==> src/rtl/audio_pwm_sched_pkg.sv <==
// Shared types and helpers for the audio PWM scheduler.
// State encoding is exported on o_state, so keep the values stable.
package audio_pwm_sched_pkg;

    typedef enum logic [1:0] {
        ST_IDLE  = 2'd0,
        ST_PRIME = 2'd1,
        ST_RUN   = 2'd2,
        ST_FLUSH = 2'd3
    } state_e;

    // Offset-binary silence level for a given sample width.
    function automatic int unsigned midscale(input int unsigned w);
        return 32'd1 << (w - 1);
    endfunction

endpackage

==> src/rtl/audio_sample_fifo.sv <==
// Synchronous sample FIFO with flush and occupancy output.
// The head word is presented combinationally on dout.
module audio_sample_fifo #(
    parameter int DW    = 8,
    parameter int DEPTH = 16
) (
    input  logic                    clk,
    input  logic                    rst,
    input  logic                    push,
    input  logic                    pop,
    input  logic                    flush,
    input  logic [DW-1:0]           din,
    output logic [DW-1:0]           dout,
    output logic [$clog2(DEPTH):0]  level,
    output logic                    full,
    output logic                    empty
);

    localparam int AW = $clog2(DEPTH);

    logic [DW-1:0] mem_q [DEPTH];
    logic [AW-1:0] wr_ptr_q, wr_ptr_d;
    logic [AW-1:0] rd_ptr_q, rd_ptr_d;
    logic [AW:0]   level_q, level_d;
    logic          do_push, do_pop;

    assign full    = level_q == (AW+1)'(DEPTH);
    assign empty   = level_q == '0;
    assign do_push = push && !full;
    assign do_pop  = pop && !empty;
    assign dout    = mem_q[rd_ptr_q];
    assign level   = level_q;

    // Pointer and occupancy update; flush wins over push/pop.
    always_comb begin
        wr_ptr_d = wr_ptr_q;
        rd_ptr_d = rd_ptr_q;
        level_d  = level_q;
        if (flush) begin
            wr_ptr_d = '0;
            rd_ptr_d = '0;
            level_d  = '0;
        end else begin
            if (do_push) wr_ptr_d = wr_ptr_q + 1'b1;
            if (do_pop)  rd_ptr_d = rd_ptr_q + 1'b1;
            case ({do_push, do_pop})
                2'b10:   level_d = level_q + 1'b1;
                2'b01:   level_d = level_q - 1'b1;
                default: level_d = level_q;
            endcase
        end
    end

    // Control registers.
    always_ff @(posedge clk or posedge rst) begin
        if (rst) begin
            wr_ptr_q <= '0;
            rd_ptr_q <= '0;
            level_q  <= '0;
        end else begin
            wr_ptr_q <= wr_ptr_d;
            rd_ptr_q <= rd_ptr_d;
            level_q  <= level_d;
        end
    end

    // Sample storage; contents are don't-care while empty.
    always_ff @(posedge clk) begin
        if (do_push) mem_q[wr_ptr_q] <= din;
    end

endmodule

==> src/rtl/audio_pwm_sched.sv <==
// Sample-rate scheduler and PWM sequencer for the mono audio pins.
// Option: AUDIO_PWM_SCHED_UNDERRUN_MUTE_EN loads silence on underrun.
module audio_pwm_sched
    import audio_pwm_sched_pkg::*;
#(
    parameter int SAMPLE_W   = 8,
    parameter int FIFO_DEPTH = 16,
    parameter int DIV_W      = 16
) (
    input  logic                         clk,
    input  logic                         rst,
    input  logic                         i_enable,
    input  logic [DIV_W-1:0]             i_div,
    input  logic [SAMPLE_W-1:0]          i_sample,
    input  logic                         i_sample_valid,
    output logic                         o_sample_ready,
    output logic [$clog2(FIFO_DEPTH):0]  o_fifo_level,
    output logic                         o_sample_tick,
    output logic                         o_underrun,
    input  logic                         i_clr_underrun,
    output logic                         o_pwm_audio,
    output logic                         o_sd_audio,
    output logic [1:0]                   o_state
);

    localparam int LW = $clog2(FIFO_DEPTH) + 1;
    localparam logic [SAMPLE_W-1:0] MID = SAMPLE_W'(midscale(SAMPLE_W));
    localparam logic [DIV_W-1:0] MIN_DIV = DIV_W'((2**SAMPLE_W) - 1);
    localparam logic [LW-1:0] PRIME_LVL = LW'(FIFO_DEPTH / 2);

    state_e              state_q, state_d;
    logic [DIV_W-1:0]    div_cnt_q, div_cnt_d;
    logic [DIV_W-1:0]    div_lat_q, div_lat_d;
    logic [DIV_W-1:0]    eff_div;
    logic [SAMPLE_W-1:0] pwm_cnt_q, pwm_cnt_d;
    logic [SAMPLE_W-1:0] active_q, active_d;
    logic [SAMPLE_W-1:0] pending_q, pending_d;
    logic                pwm_q, pwm_d;
    logic                underrun_q, underrun_d;

    logic                run, tick, push, pop, flush;
    logic                fifo_full, fifo_empty;
    logic [SAMPLE_W-1:0] fifo_dout;
    logic [LW-1:0]       fifo_level;

    assign run     = state_q == ST_RUN;
    assign flush   = state_q == ST_FLUSH;
    assign eff_div = (div_lat_q < MIN_DIV) ? MIN_DIV : div_lat_q;
    assign tick    = run && (div_cnt_q == eff_div);
    assign push    = i_sample_valid && !fifo_full;
    assign pop     = tick && !fifo_empty;

    audio_sample_fifo #(
        .DW    (SAMPLE_W),
        .DEPTH (FIFO_DEPTH)
    ) u_fifo (
        .clk   (clk),
        .rst   (rst),
        .push  (push),
        .pop   (pop),
        .flush (flush),
        .din   (i_sample),
        .dout  (fifo_dout),
        .level (fifo_level),
        .full  (fifo_full),
        .empty (fifo_empty)
    );

    // Next-state logic for the run/prime/flush sequencer.
    always_comb begin
        state_d = state_q;
        unique case (state_q)
            ST_IDLE:  if (i_enable) state_d = ST_PRIME;
            ST_PRIME: begin
                if (!i_enable) state_d = ST_IDLE;
                else if (fifo_level >= PRIME_LVL) state_d = ST_RUN;
            end
            ST_RUN:   if (!i_enable) state_d = ST_FLUSH;
            ST_FLUSH: state_d = ST_IDLE;
            default:  state_d = ST_IDLE;
        endcase
    end

    // Divider, PWM frame, sample pipeline and underrun flag.
    always_comb begin
        div_cnt_d  = '0;
        div_lat_d  = i_div;
        pwm_cnt_d  = '0;
        pwm_d      = 1'b0;
        pending_d  = pending_q;
        active_d   = active_q;
        underrun_d = underrun_q;
        if (run) begin
            div_cnt_d = tick ? '0 : div_cnt_q + 1'b1;
            div_lat_d = tick ? i_div : div_lat_q;
            pwm_cnt_d = pwm_cnt_q + 1'b1;
            pwm_d     = pwm_cnt_q < active_q;
        end
        if (pop) pending_d = fifo_dout;
`ifdef AUDIO_PWM_SCHED_UNDERRUN_MUTE_EN
        else if (tick) pending_d = MID;
`endif
        // Bypass so a pop on the last frame cycle lands next frame.
        if (run && (&pwm_cnt_q)) active_d = pending_d;
        if (flush) begin
            pending_d = MID;
            active_d  = MID;
        end
        if (i_clr_underrun) underrun_d = 1'b0;
        if (tick && fifo_empty) underrun_d = 1'b1;
    end

    // State registers with asynchronous reset.
    always_ff @(posedge clk or posedge rst) begin
        if (rst) begin
            state_q    <= ST_IDLE;
            div_cnt_q  <= '0;
            div_lat_q  <= '0;
            pwm_cnt_q  <= '0;
            pwm_q      <= 1'b0;
            active_q   <= MID;
            pending_q  <= MID;
            underrun_q <= 1'b0;
        end else begin
            state_q    <= state_d;
            div_cnt_q  <= div_cnt_d;
            div_lat_q  <= div_lat_d;
            pwm_cnt_q  <= pwm_cnt_d;
            pwm_q      <= pwm_d;
            active_q   <= active_d;
            pending_q  <= pending_d;
            underrun_q <= underrun_d;
        end
    end

    assign o_sample_ready = !fifo_full;
    assign o_fifo_level   = fifo_level;
    assign o_sample_tick  = tick;
    assign o_underrun     = underrun_q;
    assign o_pwm_audio    = pwm_q;
    assign o_sd_audio     = run;
    assign o_state        = state_q;

endmodule

==> config.mk <==
export PLATFORM = sky130hd
export DESIGN_NAME = audio_pwm_sched
export DESIGN_NICKNAME = d
export VERILOG_FILES = /design/src/rtl/audio_pwm_sched_pkg.sv /design/src/rtl/audio_sample_fifo.sv /design/src/rtl/audio_pwm_sched.sv
export SDC_FILE = /design/constraint.sdc
export NUM_CORES = 1
export LEC_CHECK = 0
export ABC_AREA = 1
export CORE_MARGIN = 5
export CORE_UTILIZATION = 39
export CTS_CLUSTER_DIAMETER = 30
export DETAILED_ROUTE_END_ITERATION = 8
export HOLD_SLACK_MARGIN = 0.03
export PLACE_DENSITY = 0.59
export SLEW_MARGIN = 20
export SYNTH_ARGS = -nofsm -noshare
export SYNTH_HDL_FRONTEND = slang
export SYNTH_SLANG_ARGS = --single-unit
==> constraint.sdc <==
create_clock -name clk -period 7.5 [get_ports clk]
set_input_delay 1.5 -clock clk [delete_from_list [all_inputs] [get_ports clk]]
set_output_delay 1.5 -clock clk [all_outputs]
set_load 0.02 [all_outputs]
* Yosys cells after proc, flatten, opt, wreduce, memory -nomap -nowiden
Memories as Yosys holds them, arrays and structs flattened. Cells that the tools add are included.
Word-level totals: register bits 73, RAM bits 128, output and inout port bits 12, word-level logic and storage cells 76, memories kept 1
Cells by class: add/sub/neg operators 6, order comparisons 3, eq/ne operators 11, multiplexer cells 26, reductions and logical operators 18
Memories:
- u_fifo.mem_q | depth 16, bits a word 8, rd ports 1, clocked after memory_dff 0, wr ports 1, line audio_sample_fifo.sv:21 | logic [DW-1:0] mem_q [DEPTH];
Operators by type and width (number):
- two-way mux 16 bit | 5
- two-way mux 8 bit | 5
- adder 16 x 1 -> 16 bit, second input constant | 1
- == test 16 bit | 1
- less-than comparator 16 x 8 -> 1 bit, second input constant | 1
- two-way mux 4 bit | 4
- case mux 5 bit (2 select lines) | 1
- adder 4 x 1 -> 4 bit, second input constant | 2
- adder 8 x 1 -> 8 bit, second input constant | 1
- less-than comparator 8 bit | 1
- two-way mux 2 bit | 4
- case mux 2 bit (4 select lines) | 1
- AND reduction 8 bit | 1
- nonzero test 2 bit | 4
- logical AND 1 bit | 7
- == test 2 bit, second input constant | 3
- adder 5 x 1 -> 5 bit, second input constant | 1
- == test 5 bit, second input constant | 1
- greater-or-equal comparator 5 x 4 -> 1 bit, second input constant | 1
- logical NOT 5 bit | 1
- two-way mux 1 bit | 5
- two-way mux 5 bit | 1
- subtractor 5 x 1 -> 5 bit, second input constant | 1
- == test 2 x 1 -> 1 bit, second input constant | 2
- other kinds (7) | 9

* Longest topological paths before layout
depth in word-level cells 9, gate-level depth with buffers 23

* By module
A second synthesis with hierarchy kept.
Second synthesis, totals: cell total of the unflattened synthesis 859, area total of the unflattened synthesis 9207.6 µm²
By module, submodules not included:
- audio_sample_fifo | instances 1, cells each 474, area each 6048.3 µm², sequential area each 4169.0 µm²
- audio_pwm_sched | instances 1, cells each 385, area each 3159.3 µm², sequential area each 1503.9 µm²

* Least setup slack after synthesis
Ideal clock, no wire load.
path kind register to output, start register div_lat_q[12], end output o_sample_tick, arrival 1.488 ns, required time 6.000 ns, setup slack 4.512 ns, cell stages (with the launch flop) 13, path through dfrtp_1 > nor2_1 > nand2_1 > nor2_2 > nand2_2 > buf_6 > nand2_1 > nand2_1 > nand2_1 > nand2_1 > nor2_2 > nand3_4 > nor2_8
On the way: cells in the longest elaborated chain, start to end 4
Ends and longest elaborated chain:
- from (decl) | line audio_pwm_sched.sv:33 | logic [DIV_W-1:0] div_lat_q, div_lat_d;
- from (signal assigned) | line audio_pwm_sched.sv:127 | div_lat_q <= div_lat_d;
- less-than comparator 16 x 8 -> 1 bit | line audio_pwm_sched.sv:48 | assign eff_div = (div_lat_q < MIN_DIV) ? MIN_DIV : div_lat_q;
- two-way mux 16 bit (*) | line audio_pwm_sched.sv:48
- == test 16 bit (*) | line audio_pwm_sched.sv:49 | assign tick = run && (div_cnt_q == eff_div);
- logical AND 1 bit (*) | line audio_pwm_sched.sv:49
- to (decl) | line audio_pwm_sched.sv:18 | output logic o_sample_tick,
Mark *: on every way between the ends. The rest lies on a longest branch, timed or not.

* Final worst setup path
start register div_lat_q[15], end output o_sample_tick
Same word-level chain as after synthesis.

==> results.json <==
{
  "timing.final.max_slew_violations": 0,
  "ys_warn_count": 0,
  "leakage_nw": 4.69,
  "grt_max_degree": 74,
  "clk_latency_ns": 0.55,
  "fill_cells": 2113,
  "syn_to_final_growth_pct": 24.8,
  "p_clk_share_pct": 50.7,
  "hold_path_depth": 2,
  "cts_max_level": 2,
  "start_util_pct": 39.3,
  "synth_area_per_cell_um2": 10.4,
  "slew_headroom_pct": 35.2,
  "max_slew.worst_pin.slew_ns": 0.969,
  "yosys_most_used_dff": "edfxtp_1",
  "synth_edf_count": 128,
  "core_um2": 23300,
  "avgViaCountPerCell": 4.96,
  "fin_nets": 990,
  "p_seq_share_pct": 35.9,
  "drt_wl_total_um": 20700,
  "min_path_type": "flip-flop to flip-flop",
  "drc_errors": 0,
  "min-delay-start": "active_q[7]",
  "hold_viol": 0,
  "firstDrtPassIters": 5,
  "synth_seq_cells": 201,
  "crit_start": "div_lat_q[15]",
  "drive_above_1_share_pct": 12.0,
  "placed_cells": 1213,
  "status": "complete, no violations",
  "grt_pass1_wl_um": 33800,
  "cts_buffers": 46,
  "cp.arrival_ns": 2.93,
  "hold_buffers": 0,
  "r2r-start": "div_lat_q[15]",
  "vias": 6429,
  "cts_resized": 0,
  "dieArea_um2": 26600,
  "ant_nets": 0,
  "crit_path_top_delay_cell": "clkdlybuf4s50_1",
  "ys_top_cells_by_area": "edfxtp_1 (42%), dfrtp_1 (19%), nand2_1 (8.6%), nand3_1 (4.6%), nor2_1 (2.9%)",
  "row_count": 56,
  "worstSetupPathType": "flip-flop to primary output",
  "syn_inst": 882,
  "layout.cells.non_filler": 1295,
  "slowest_delay_ns": 0.64,
  "fin_skew_ns": 0.0408,
  "dp_hpwl_um": 12700,
  "max_cap_violations": 0,
  "yosysSeqAreaShare_pct": 62.0,
  "syn-cell-area_um2": 9150,
  "cts-root-buf": "clkbuf_16",
  "grt_pass1_vias": 6428,
  "die_h_um": 163,
  "path_max_fanout": 22,
  "cts_tree": "built",
  "cts.path.max_buffers": 3,
  "cts_setup_buffers": 0,
  "insertedDiodeCount": 0,
  "worst_setup_path_start_kind": "flip-flop",
  "switching_share_pct": 27.2,
  "final.setup.tns_ns": 0,
  "die_w_um": 163,
  "combPwrFrac_pct": 13.4,
  "first_iter_violations": 437,
  "gp_congestion": 0.846,
  "yosysMostFrequentCell": "nand2_1",
  "reg2reg_depth": 21,
  "fmax_ghz": 0.226,
  "async_reset_ff_share_pct": 36.3,
  "cp.required_ns": 6.00,
  "wl_per_cell_um": 16.0,
  "internal_power_w": 0.00281,
  "clock_sinks": 201,
  "fin_crit_ns": 4.43,
  "synth.net_count": 930,
  "crit_top_cell": "nand2_1",
  "setup_viol": 0,
  "synth_top_area_cell": "edfxtp_1",
  "path_cells": "nor2_1, nand2_1, nor2_2, nand2_2, nand2_1, nand2_1, nand2_1, nand2_1, nor2_2, nand3_4, nor2_8, clkdlybuf4s50_1",
  "net-switching-power_w": 0.00105,
  "power_w": 0.00386,
  "rsz0062_at_grt": "false",
  "grt_usage_pct": 15.9,
  "synth_cell_type_count": 47,
  "antenna_found_initial": 0,
  "ios": 41,
  "numPortBuffers": 40,
  "powerDensity_nw_per_um2": 338,
  "path_clk_slew_ns": 0.04,
  "gr-total-overflow": 0,
  "critPathCaptureType": "primary output",
  "max-vdd-ir-drop_v": 0.000206,
  "synth_top_area_share_pct": 42.0,
  "fin_crit_sh_pct": 59.0,
  "synth_common_cells": "nand2_1 (210), edfxtp_1 (128), nand3_1 (84), dfrtp_1 (71), nor2_1 (71)"
}
-- power by group through the flow --
stage	Combinational, W	Sequential (W)	Clock (W)
final	0.000518	0.00139	0.00196
after global routing	0.000585	0.00140	0.00205
after CTS	0.000524	0.00139	0.00199
after detailed placement	0.000522	0.00141	0
after global placement	0.000517	0.00140	0
after floorplan	0.000343	0.00141	0
-- cells in the final DEF (no fill, tap or decap), drive strengths merged, types with 12 or more instances in the layout --
cell type      Yosys  routed
inv               61      64
nand3             87      87
a22o              12      12
edfxtp           128     128
o21ai             37      37
nand2            217     217
nand4             14      14
xor2              13      13
clkbuf            26      55
ha                18      18
nor2              76      76
o211ai            16      16
dfrtp             71      71
clkdlybuf4s50      0      40
a21oi             42      42
clkinv             3      21
-- worst max-delay path: cells and delay by family, from the launching register on --
| kind | cells | cell delay, ns |
|---|---|---|
| buffers and inverters | 1 | 0.64 |
| DFF | 1 | 0.40 |
| and+or+nand+nor | 11 | 1.36 |
-- layer usage --
metal,GRT usage [%],vias to the layer above,wire (um)
met1,21.7,3071,9430
met4,4.92,0,376
met5,0,-,0
met2,25.8,139,9850
li1,-,3187,-
met3,3.31,32,1010
-- layout make-up --
type / instances / area (um2) / share of cell area (%)
sequential: 201 / 5670 / 49.7
multi-input combinational: 581 / 3070 / 26.9
clock buffer: 55 / 1240 / 10.9
timing repair buffer: 48 / 460 / 4.03
tap: 319 / 399 / 3.50
clock inverter: 27 / 325 / 2.85
inverter: 64 / 240 / 2.10
-- cell families (layout without fill, tap and decap cells) --
family | Yosys count | count (layout) | share of synthesized area, %
xor+xnor | 17 | 17 | 1.63
simple gates | 419 | 419 | 20.5
buf+inv | 100 | 194 | 4.39
compound gates | 118 | 118 | 7.82
flops | 201 | 201 | 62.0
fa+ha+maj | 19 | 19 | 2.68
mux | 8 | 8 | 0.985
-- metrics by stage --
step / hold slack, ns / worst slack, ns / cell area [um2] / utilization (%)
floorplan: 0.447 / 4.15 / 9150 / -
global placement: 0.459 / 3.65 / 9850 / 42.3
detailed placement: 0.465 / 3.59 / 9850 / 42.3
CTS: 0.471 / 3.01 / 11400 / 49.1
global route: 0.496 / 2.77 / 11400 / 49.1
finish: 0.472 / 3.07 / 11400 / 49.1
-- state kept, by name (all words and copies together) (netlist names), named ones only --
name,count
pwm_cnt_q,8
o_state,1
div_cnt_q,16
pending_q,8
active_q,8
u_fifo.rd_ptr_q,4
u_fifo.mem_q,128
div_lat_q,16
u_fifo.level,5
o_pwm_audio,1
o_underrun,1
u_fifo.wr_ptr_q,4
-- worst paths after layout --
path | endpoint | slack (ns)
worst min-delay path | active_q[7] | 0.47
worst max register to register | u_fifo.level[4] | 4.04
max in group asynchronous | u_fifo.rd_ptr_q[0] | 5.26
min in group asynchronous | pwm_cnt_q[5] | 1.59
worst max-delay path | o_sample_tick | 3.07
worst min register to register | active_q[7] | 0.47
(Power assumes the default switching activity.)
